### src/rtl/alu_pkg.sv
// Shared ALU definitions: NZCV bit positions, ARM condition codes and commit-stage buffer states.
package alu_pkg;

    localparam int N = 3;
    localparam int Z = 2;
    localparam int C = 1;
    localparam int V = 0;

    localparam logic [3:0] EQ = 4'd0;
    localparam logic [3:0] NE = 4'd1;
    localparam logic [3:0] CS = 4'd2;
    localparam logic [3:0] CC = 4'd3;
    localparam logic [3:0] MI = 4'd4;
    localparam logic [3:0] PL = 4'd5;
    localparam logic [3:0] VS = 4'd6;
    localparam logic [3:0] VC = 4'd7;
    localparam logic [3:0] HI = 4'd8;
    localparam logic [3:0] LS = 4'd9;
    localparam logic [3:0] GE = 4'd10;
    localparam logic [3:0] LT = 4'd11;
    localparam logic [3:0] GT = 4'd12;
    localparam logic [3:0] LE = 4'd13;
    localparam logic [3:0] AL = 4'd14;
    localparam logic [3:0] NV = 4'd15;

    typedef enum logic [1:0] {
        EMPTY = 2'd0,
        ONE   = 2'd1,
        TWO   = 2'd2
    } skid_state_t;

endpackage

### src/rtl/alu_commit_stage_if.sv
// Upstream ALU-result channel and downstream writeback channel of the commit stage.
interface alu_commit_stage_if #(
    parameter int DATA_W = 32,
    parameter int RD_W   = 4
);
    logic              in_valid;
    logic              in_ready;
    logic [DATA_W-1:0] result;
    logic [3:0]        new_flag;
    logic              s;
    logic [3:0]        cond;
    logic [RD_W-1:0]   rd;

    logic              out_valid;
    logic              out_ready;
    logic [DATA_W-1:0] out_result;
    logic [RD_W-1:0]   out_rd;
    logic              out_write;

    modport master (
        output in_valid, result, new_flag, s, cond, rd, out_ready,
        input  in_ready, out_valid, out_result, out_rd, out_write
    );

    modport slave (
        input  in_valid, result, new_flag, s, cond, rd, out_ready,
        output in_ready, out_valid, out_result, out_rd, out_write
    );
endinterface

### src/rtl/cond_check.sv
// Combinational ARM condition-code evaluation against NZCV; shared with the branch unit.
module cond_check
    import alu_pkg::*;
(
    input  logic [3:0] cond,
    input  logic [3:0] flag,
    output logic       pass
);
    logic n, z, c, v;

    assign n = flag[N];
    assign z = flag[Z];
    assign c = flag[C];
    assign v = flag[V];

    always_comb begin
        pass = 1'b0;
        case (cond)
            EQ:      pass = z;
            NE:      pass = ~z;
            CS:      pass = c;
            CC:      pass = ~c;
            MI:      pass = n;
            PL:      pass = ~n;
            VS:      pass = v;
            VC:      pass = ~v;
            HI:      pass = c & ~z;
            LS:      pass = ~c | z;
            GE:      pass = (n == v);
            LT:      pass = (n != v);
            GT:      pass = ~z & (n == v);
            LE:      pass = z | (n != v);
            AL:      pass = 1'b1;
            default: pass = 1'b0;
        endcase
    end
endmodule

### src/rtl/alu_commit_stage.sv
// Commits or annuls ALU results by condition code, owns architectural NZCV, retire/annul counters.
// Entry visible on out_* the cycle after accept; 2-entry skid buffer, in_ready depends on state only.
module alu_commit_stage
    import alu_pkg::*;
#(
    parameter int DATA_W = 32,
    parameter int RD_W   = 4
) (
    input  logic                clk,
    input  logic                rst,
    alu_commit_stage_if.slave   bus,
    output logic [3:0]          flag,
    output logic [31:0]         retired,
    output logic [15:0]         annulled
);
    skid_state_t       state, state_nxt;

    logic [DATA_W-1:0] head_result, tail_result;
    logic [RD_W-1:0]   head_rd, tail_rd;
    logic              head_pass, tail_pass;

    logic pass;
    logic push;
    logic pop;
    logic load_head_in;
    logic load_tail_in;
    logic move_tail;

    cond_check u_cond_check (
        .cond (bus.cond),
        .flag (flag),
        .pass (pass)
    );

    assign push = bus.in_valid & bus.in_ready & ~rst;
    assign pop  = bus.out_valid & bus.out_ready;

    assign bus.in_ready   = (state != TWO);
    assign bus.out_valid  = (state != EMPTY);
    assign bus.out_result = head_result;
    assign bus.out_rd     = head_rd;
    assign bus.out_write  = head_pass;

    always_ff @(posedge clk or posedge rst) begin
        if (rst) begin
            state <= EMPTY;
        end else begin
            state <= state_nxt;
        end
    end

    always_comb begin
        state_nxt    = state;
        load_head_in = 1'b0;
        load_tail_in = 1'b0;
        move_tail    = 1'b0;
        case (state)
            EMPTY: begin
                if (push) begin
                    state_nxt    = ONE;
                    load_head_in = 1'b1;
                end
            end
            ONE: begin
                if (push && !pop) begin
                    state_nxt    = TWO;
                    load_tail_in = 1'b1;
                end else if (!push && pop) begin
                    state_nxt    = EMPTY;
                end else if (push && pop) begin
                    load_head_in = 1'b1;
                end
            end
            TWO: begin
                // in_ready is low here, so a pop can only promote the tail
                if (pop) begin
                    state_nxt = ONE;
                    move_tail = 1'b1;
                end
            end
            default: begin
                state_nxt = EMPTY;
            end
        endcase
    end

    always_ff @(posedge clk or posedge rst) begin
        if (rst) begin
            head_result <= '0;
            head_rd     <= '0;
            head_pass   <= 1'b0;
        end else if (load_head_in) begin
            head_result <= bus.result;
            head_rd     <= bus.rd;
            head_pass   <= pass;
        end else if (move_tail) begin
            head_result <= tail_result;
            head_rd     <= tail_rd;
            head_pass   <= tail_pass;
        end
    end

    always_ff @(posedge clk or posedge rst) begin
        if (rst) begin
            tail_result <= '0;
            tail_rd     <= '0;
            tail_pass   <= 1'b0;
        end else if (load_tail_in) begin
            tail_result <= bus.result;
            tail_rd     <= bus.rd;
            tail_pass   <= pass;
        end
    end

    always_ff @(posedge clk or posedge rst) begin
        if (rst) begin
            flag <= 4'b0000;
        end else if (push && pass && bus.s) begin
            flag <= bus.new_flag;
        end
    end

    always_ff @(posedge clk or posedge rst) begin
        if (rst) begin
            retired  <= '0;
            annulled <= '0;
        end else if (push) begin
            if (pass) begin
                retired <= retired + 32'd1;
            end else if (annulled != 16'hFFFF) begin
                annulled <= annulled + 16'd1;
            end
        end
    end
endmodule

### src/flat_wrapper.sv
// flat-port wrapper written by rule: the top's interface ports become plain ports
module alu_commit_stage_flat import alu_pkg::*;
#(
    parameter int DATA_W = 32,
    parameter int RD_W   = 4
)
  (clk, rst, flag, retired, annulled, bus_in_valid, bus_result, bus_new_flag, bus_s, bus_cond, bus_rd, bus_out_ready, bus_in_ready, bus_out_valid, bus_out_result, bus_out_rd, bus_out_write);
  alu_commit_stage_if #(.DATA_W(DATA_W), .RD_W(RD_W)) bus_i ();
  input  logic clk;
  input  logic rst;
  output logic [3:0] flag;
  output logic [31:0] retired;
  output logic [15:0] annulled;
  input wire logic [$bits(bus_i.in_valid)-1:0] bus_in_valid;
  input wire logic [$bits(bus_i.result)-1:0] bus_result;
  input wire logic [$bits(bus_i.new_flag)-1:0] bus_new_flag;
  input wire logic [$bits(bus_i.s)-1:0] bus_s;
  input wire logic [$bits(bus_i.cond)-1:0] bus_cond;
  input wire logic [$bits(bus_i.rd)-1:0] bus_rd;
  input wire logic [$bits(bus_i.out_ready)-1:0] bus_out_ready;
  output wire logic [$bits(bus_i.in_ready)-1:0] bus_in_ready;
  output wire logic [$bits(bus_i.out_valid)-1:0] bus_out_valid;
  output wire logic [$bits(bus_i.out_result)-1:0] bus_out_result;
  output wire logic [$bits(bus_i.out_rd)-1:0] bus_out_rd;
  output wire logic [$bits(bus_i.out_write)-1:0] bus_out_write;
  assign bus_i.in_valid = bus_in_valid;
  assign bus_i.result = bus_result;
  assign bus_i.new_flag = bus_new_flag;
  assign bus_i.s = bus_s;
  assign bus_i.cond = bus_cond;
  assign bus_i.rd = bus_rd;
  assign bus_i.out_ready = bus_out_ready;
  assign bus_in_ready = bus_i.in_ready;
  assign bus_out_valid = bus_i.out_valid;
  assign bus_out_result = bus_i.out_result;
  assign bus_out_rd = bus_i.out_rd;
  assign bus_out_write = bus_i.out_write;
  alu_commit_stage #(.DATA_W(DATA_W), .RD_W(RD_W)) u_core (.clk(clk), .rst(rst), .bus(bus_i), .flag(flag), .retired(retired), .annulled(annulled));
endmodule
### config.mk
export PLATFORM = sky130hd
export DESIGN_NAME = alu_commit_stage_flat
export DESIGN_NICKNAME = d
export VERILOG_FILES = /design/src/rtl/alu_pkg.sv /design/src/rtl/alu_commit_stage_if.sv /design/src/rtl/cond_check.sv /design/src/rtl/alu_commit_stage.sv /design/src/flat_wrapper.sv
export SDC_FILE = /design/constraint.sdc
export NUM_CORES = 1
export LEC_CHECK = 0
export ABC_AREA = 0
export CAP_MARGIN = 20
export CORE_ASPECT_RATIO = 1.1
export CORE_MARGIN = 5
export CORE_UTILIZATION = 53
export CTS_CLUSTER_DIAMETER = 60
export CTS_CLUSTER_SIZE = 8
export DETAILED_ROUTE_END_ITERATION = 10
export PLACE_DENSITY = 0.85
export SYNTH_ARGS = -nofsm -noshare
export SYNTH_HDL_FRONTEND = slang
export SYNTH_SLANG_ARGS = --single-unit
### constraint.sdc
create_clock -name clk -period 8.7 [get_ports clk]
set_clock_uncertainty 0.2 [all_clocks]
set_input_delay 1.74 -clock clk [delete_from_list [all_inputs] [get_ports clk]]
set_output_delay 1.74 -clock clk [all_outputs]
set_load 0.05 [all_outputs]
# Word-level counts from Yosys, hierarchy flattened
# Cells that the tools add are included.
# W data, S select, Z words.
[word_totals]
ff_bits = 128
inputBits = 49
output_inout_bits = 91
elab_cells = 83
[classes]
addsub = 2
eq_ne = 23
mux = 21
n_bitwise = 13
reduce_logical = 14
[op_table]
columns = ["operator", "n"]
rows = [
  ["$mux W32", 2],
  ["$add A32 B1 Y32 const B", 1],
  ["$eq A4 B4 Y1 const B", 7],
  ["$add A16 B1 Y16 const B", 1],
  ["$eq A4 B3 Y1 const B", 4],
  ["$ne A16 B16 Y1 const B", 1],
  ["$pmux W1 S15", 1],
  ["$mux W1", 10],
  ["$eq A4 B2 Y1 const B", 2],
  ["$mux W2", 4],
  ["$mux W4", 2],
  ["$not A1 Y1", 6],
  ["$pmux W2 S3", 1],
  ["$reduce_and A3 Y1", 2],
  ["$and A1 B1 Y1", 5],
  ["$logic_and A1 B1 Y1", 5],
  ["$eq A4 B1 Y1 const B", 1],
  ["$logic_not A4 Y1", 1],
  ["$ne A2 B1 Y1 const B", 2],
  ["$reduce_bool A2 Y1", 2],
  ["$ne A3 B1 Y1 const B", 1],
  ["$eq A2 B1 Y1 const B", 1],
  ["$eq A2 B2 Y1 const B", 1],
  ["$logic_not A1 Y1", 2],
  ["other kinds (7)", 8],
]

# Logic depth before layout (Yosys ltp)
[depth]
word_depth = 9
ltp_mapped = 8

# Cells and area by module
# A second synthesis with hierarchy kept.
[hier_totals]
hier_cells = 488
hier_area_um2 = 5605.4
[by_module_without_submodules]
columns = ["mod", "n_inst", "cells_each", "area_per_inst_um2"]
rows = [
  ["alu_commit_stage", 1, 460, 5411.4],
  ["cond_check", 1, 28, 193.9],
]

# Worst setup path before layout
# OpenSTA, ideal clock, no wires.
[synth_path]
path_kind = "input to register"
start = "input port rst"
end = "register u_core.annulled[9]"
setup_ns = 0.082
t_arrival_ns = 6.201
t_required_ns = 8.418
setup_slack_ns = 2.217
stages = 7
path_cell_list = "inv_1 nand3_1 a31oi_1 nand4_2 buf_6 nor3_1 xor2_1"
[synth_between]
elab_chain_cells = 3
[synth_lines]
columns = ["element", "line_no", "source"]
rows = [
  ["start, declared", "flat_wrapper.sv:10", "input logic rst;"],
  ["$not A1 Y1", "alu_commit_stage.sv:35", "assign push = bus.in_valid & bus.in_ready & ~rst;"],
  ["$and A1 B1 Y1", "alu_commit_stage.sv:35", ""],
  ["$reduce_and A3 Y1 (no source line)", "n/a", ""],
  ["end signal, assigned", "alu_commit_stage.sv:131", "annulled <= annulled + 16'd1;"],
  ["end, declared", "alu_commit_stage.sv:14", "output logic [15:0] annulled"],
]
# No other way between the ends.
# A chain may end at the register's enable or synchronous reset.

# Worst setup path in the final report
[layout_path]
start = "input port bus_cond[2]"
end = "register u_core.flag[3]"
[layout_between]
elab_chain_cells = 4
word_cells_on_any_way = 18
classes_between = "eq/ne: 14; mux: 1; reduce/logical: 3"
[layout_lines]
columns = ["element", "line_no", "source"]
rows = [
  ["start, declared", "flat_wrapper.sv:18", "input wire logic [$bits(bus_i.cond)-1:0] bus_cond;"],
  ["$eq A4 B4 Y1, or another cell as far along", "cond_check.sv:18", "case (cond)"],
  ["$pmux W1 S15 *", "cond_check.sv:18", ""],
  ["$logic_and A1 B1 Y1 * (2 in series)", "alu_commit_stage.sv:118", "end else if (push && pass && bus.s) begin"],
  ["end signal, assigned", "alu_commit_stage.sv:119", "flag <= bus.new_flag;"],
  ["end, declared", "alu_commit_stage.sv:12", "output logic [3:0] flag,"],
]
# Every way passes the cells marked *; elsewhere a longest branch is shown, timed or not.

==> results_dict.tcl <==
set metrics [dict create \
    antenna_found_initial 0 \
    grt_max_degree 75 \
    r2r-start "u_core.flag[0]" \
    min_path_type "flip-flop to flip-flop" \
    timing.fmax_ghz 0.235 \
    syn_inst 496 \
    syn-num-nets 547 \
    worst_slack_ns 4.44 \
    core_area_sq_um 10400 \
    cts_resized 0 \
    place.detailed.hpwl_mm 9.34 \
    drt_iter0_drc 237 \
    grt_pass1_wl_mm 23.3 \
    outcome "completed" \
    post-place-ws_ns 3.97 \
    reg2reg_depth 6 \
    ys_types 50 \
    firstDrtPassIters 5 \
    drv_cap 0 \
    place_area_sq_um 7140 \
    viasPerCell 5.52 \
    rows 39 \
    rsz0062_at_grt "no" \
    fin_tns_setup_ns 0 \
    synth_top_cells_by_area "dfrtp_1 57%, mux2_2 7.6%, nand2_1 6.1%" \
    r2r_slack_ns 5.95 \
    clock_latency_ns 0.41 \
    grt_pass1_vias 4618 \
    dieArea_sq_um 12800 \
    cts_setup_buffers 0 \
    numCtsBuffers 17 \
    mostFrequentLayoutCell "clkdlybuf4s50_1" \
    r2r_end "u_core.flag[3]" \
    path_class "primary input to flip-flop" \
    vdd_drop_max_v 0.000237 \
    yosysWarnings 0 \
    dp_cells 759 \
    cts_buffer_depth 2 \
    fin_cells 791 \
    drive_gt1_frac 0.137 \
    drc 0 \
    synth-seq-cells 128 \
    die_h_microns 118 \
    finalWirelength_mm 13.9 \
    setup_violations 0 \
    final_max_slew_viol_count 0 \
    fin_crit_sh 0.490 \
    gp_congestion 0.856 \
    yosysTopAreaCell "dfrtp_1" \
    worstHoldStart "u_core.bus.out_result[30]" \
    synth-seq-area-share 0.569 \
    avgSynthCellArea_sq_um 11.4 \
    cts_hold_buf 0 \
    wl_per_cell_microns 17.6 \
    slew_headroom 0.383 \
    h-tree-depth 4 \
    ant_nets 0 \
    vias 4368 \
    netlist.area_leader.share 0.569 \
    syn_to_final_growth_pct 37.9 \
    nets 686 \
    critPathCaptureType "flip-flop" \
    leakage_nw 3.48 \
    critPathMaxFanout 18 \
    design_area_sq_um 7770 \
    synthesis.area_sq_um 5630 \
    arrival_ns 4.35 \
    startpoint_type "primary input" \
    hold_violations 0 \
    start_util 0.542 \
    mostFrequentLayoutCells "139 x clkdlybuf4s50_1, 128 x dfrtp_1, 90 x nand2_1, 38 x mux2_2, 37 x a22oi_1" \
    gr-total-overflow 0 \
    worstHoldPathCells 2 \
    globalRouteTotalUtil 0.229 \
    whs_endpoint "u_core.bus.out_result[30]" \
    post-route-min-period_ns 4.26 \
    die_w_microns 108 \
    clock-root-buffer "clkbuf_16" \
    critPathRequiredTime_ns 8.79 \
    tritoncts "done" \
    io_pins 140 \
    power.density_nw_per_um2 296 \
    io_buffers 139 \
    clock_sinks 128 \
    diodes 0 \
    clkTransAtPathRegs_ns 0.06 \
    worst_pin_slew_ns 0.923 \
]
[final cells by class]
cell class | count | area (sq um)
inverter | 10 | 40.0
sequential | 128 | 3200
tap | 143 | 179
clock buffer | 23 | 498
fill | 703 | 2620
clock inverter | 9 | 129
timing repair buffer | 142 | 1410
multi-input combinational | 336 | 2310
[critical path, cell delays in order]
cell and delay (ns):
clkdlybuf4s50_1 0.57, and2_4 0.25, nor4b_1 0.49, o311ai_4 0.22, a31oi_4 0.47, and2_4 0.26, mux2_1 0.33
[Yosys cell counts (all sizes together)]
| cell type | number |
|---|---|
| and4bb | 2 |
| o31ai | 1 |
| a22oi | 37 |
| buf | 7 |
| nand2 | 91 |
| o21ai | 4 |
| or2 | 2 |
| and2 | 5 |
| nand4 | 16 |
| mux2 | 42 |
| mux2i | 2 |
| nor3 | 11 |
| dfrtp | 128 |
| a311o | 2 |
| xnor2 | 31 |
| clkbuf | 15 |
| nand3b | 1 |
| a211oi | 1 |
| o221ai | 1 |
| nand2b | 3 |
| nor3b | 1 |
| nor4b | 1 |
| nand3 | 17 |
| nor2b | 4 |
| and3 | 10 |
| nand4bb | 1 |
| a32oi | 1 |
| o41ai | 1 |
| xor2 | 17 |
| a31oi | 3 |
| o311ai | 1 |
| and4 | 2 |
| o22ai | 1 |
| nor4 | 1 |
| nor2 | 19 |
| a21oi | 2 |
| ha | 2 |
| inv | 10 |
[metal layers]
layer | wire, microns | up-vias | track usage
li1 | - | 2010 | -
met1 | 5700 | 2170 | 0.297
met2 | 7050 | 168 | 0.372
met3 | 978 | 20 | 0.0714
met4 | 191 | 0 | 0.0687
met5 | 0 | - | 0
[worst max path at each step]
stage | startpoint | to | slack, ns | depth (start not counted)
floorplan | rst | u_core.annulled[9] | 2.22 | 7
global placement | rst | u_core.annulled[15] | 4.11 | 7
detailed placement | rst | u_core.annulled[15] | 3.97 | 7
CTS | rst | u_core.annulled[15] | 4.43 | 7
global route | rst | u_core.annulled[15] | 4.13 | 7
finish | bus_cond[2] | u_core.flag[3] | 4.44 | 7
[power breakdown]
part,switching [mW],total [mW],internal [mW]
Clock,0.256,0.744,0.488
Combinational,0.437,0.702,0.266
Sequential,0.112,0.851,0.740
[registers in the layout (all words and copies together), names as in the netlist]
name,flops
u_core.bus.out_result,32
u_core.retired,32
u_core.tail_result,32
u_core.annulled,16
u_core.bus.out_rd,4
u_core.flag,4
u_core.tail_rd,4
u_core.state,2
u_core.bus.out_write,1
u_core.tail_pass,1
[metrics by stage]
| stage | hold slack (ns) | utilization | power [mW] |
|---|---|---|---|
| global route | 0.297 | 0.748 | 2.40 |
| detailed placement | 0.262 | 0.687 | 1.56 |
| global placement | 0.258 | 0.687 | 1.53 |
| CTS | 0.276 | 0.748 | 2.31 |
| finish | 0.273 | 0.748 | 2.30 |
| floorplan | 0.244 | - | 1.31 |
[cell families after synthesis]
logic type | count (synthesis) | synth area share
and+or+nand+nor | 187 | 0.161
DFF | 128 | 0.569
AOI/OAI and AO/OA | 55 | 0.0786
xor gates and xnor gates | 48 | 0.0746
muxes | 44 | 0.0875
buffers and inverters | 32 | 0.0251
adders and majority gates | 2 | 0.00444
Note: power is estimated with default switching activity, not from simulation.
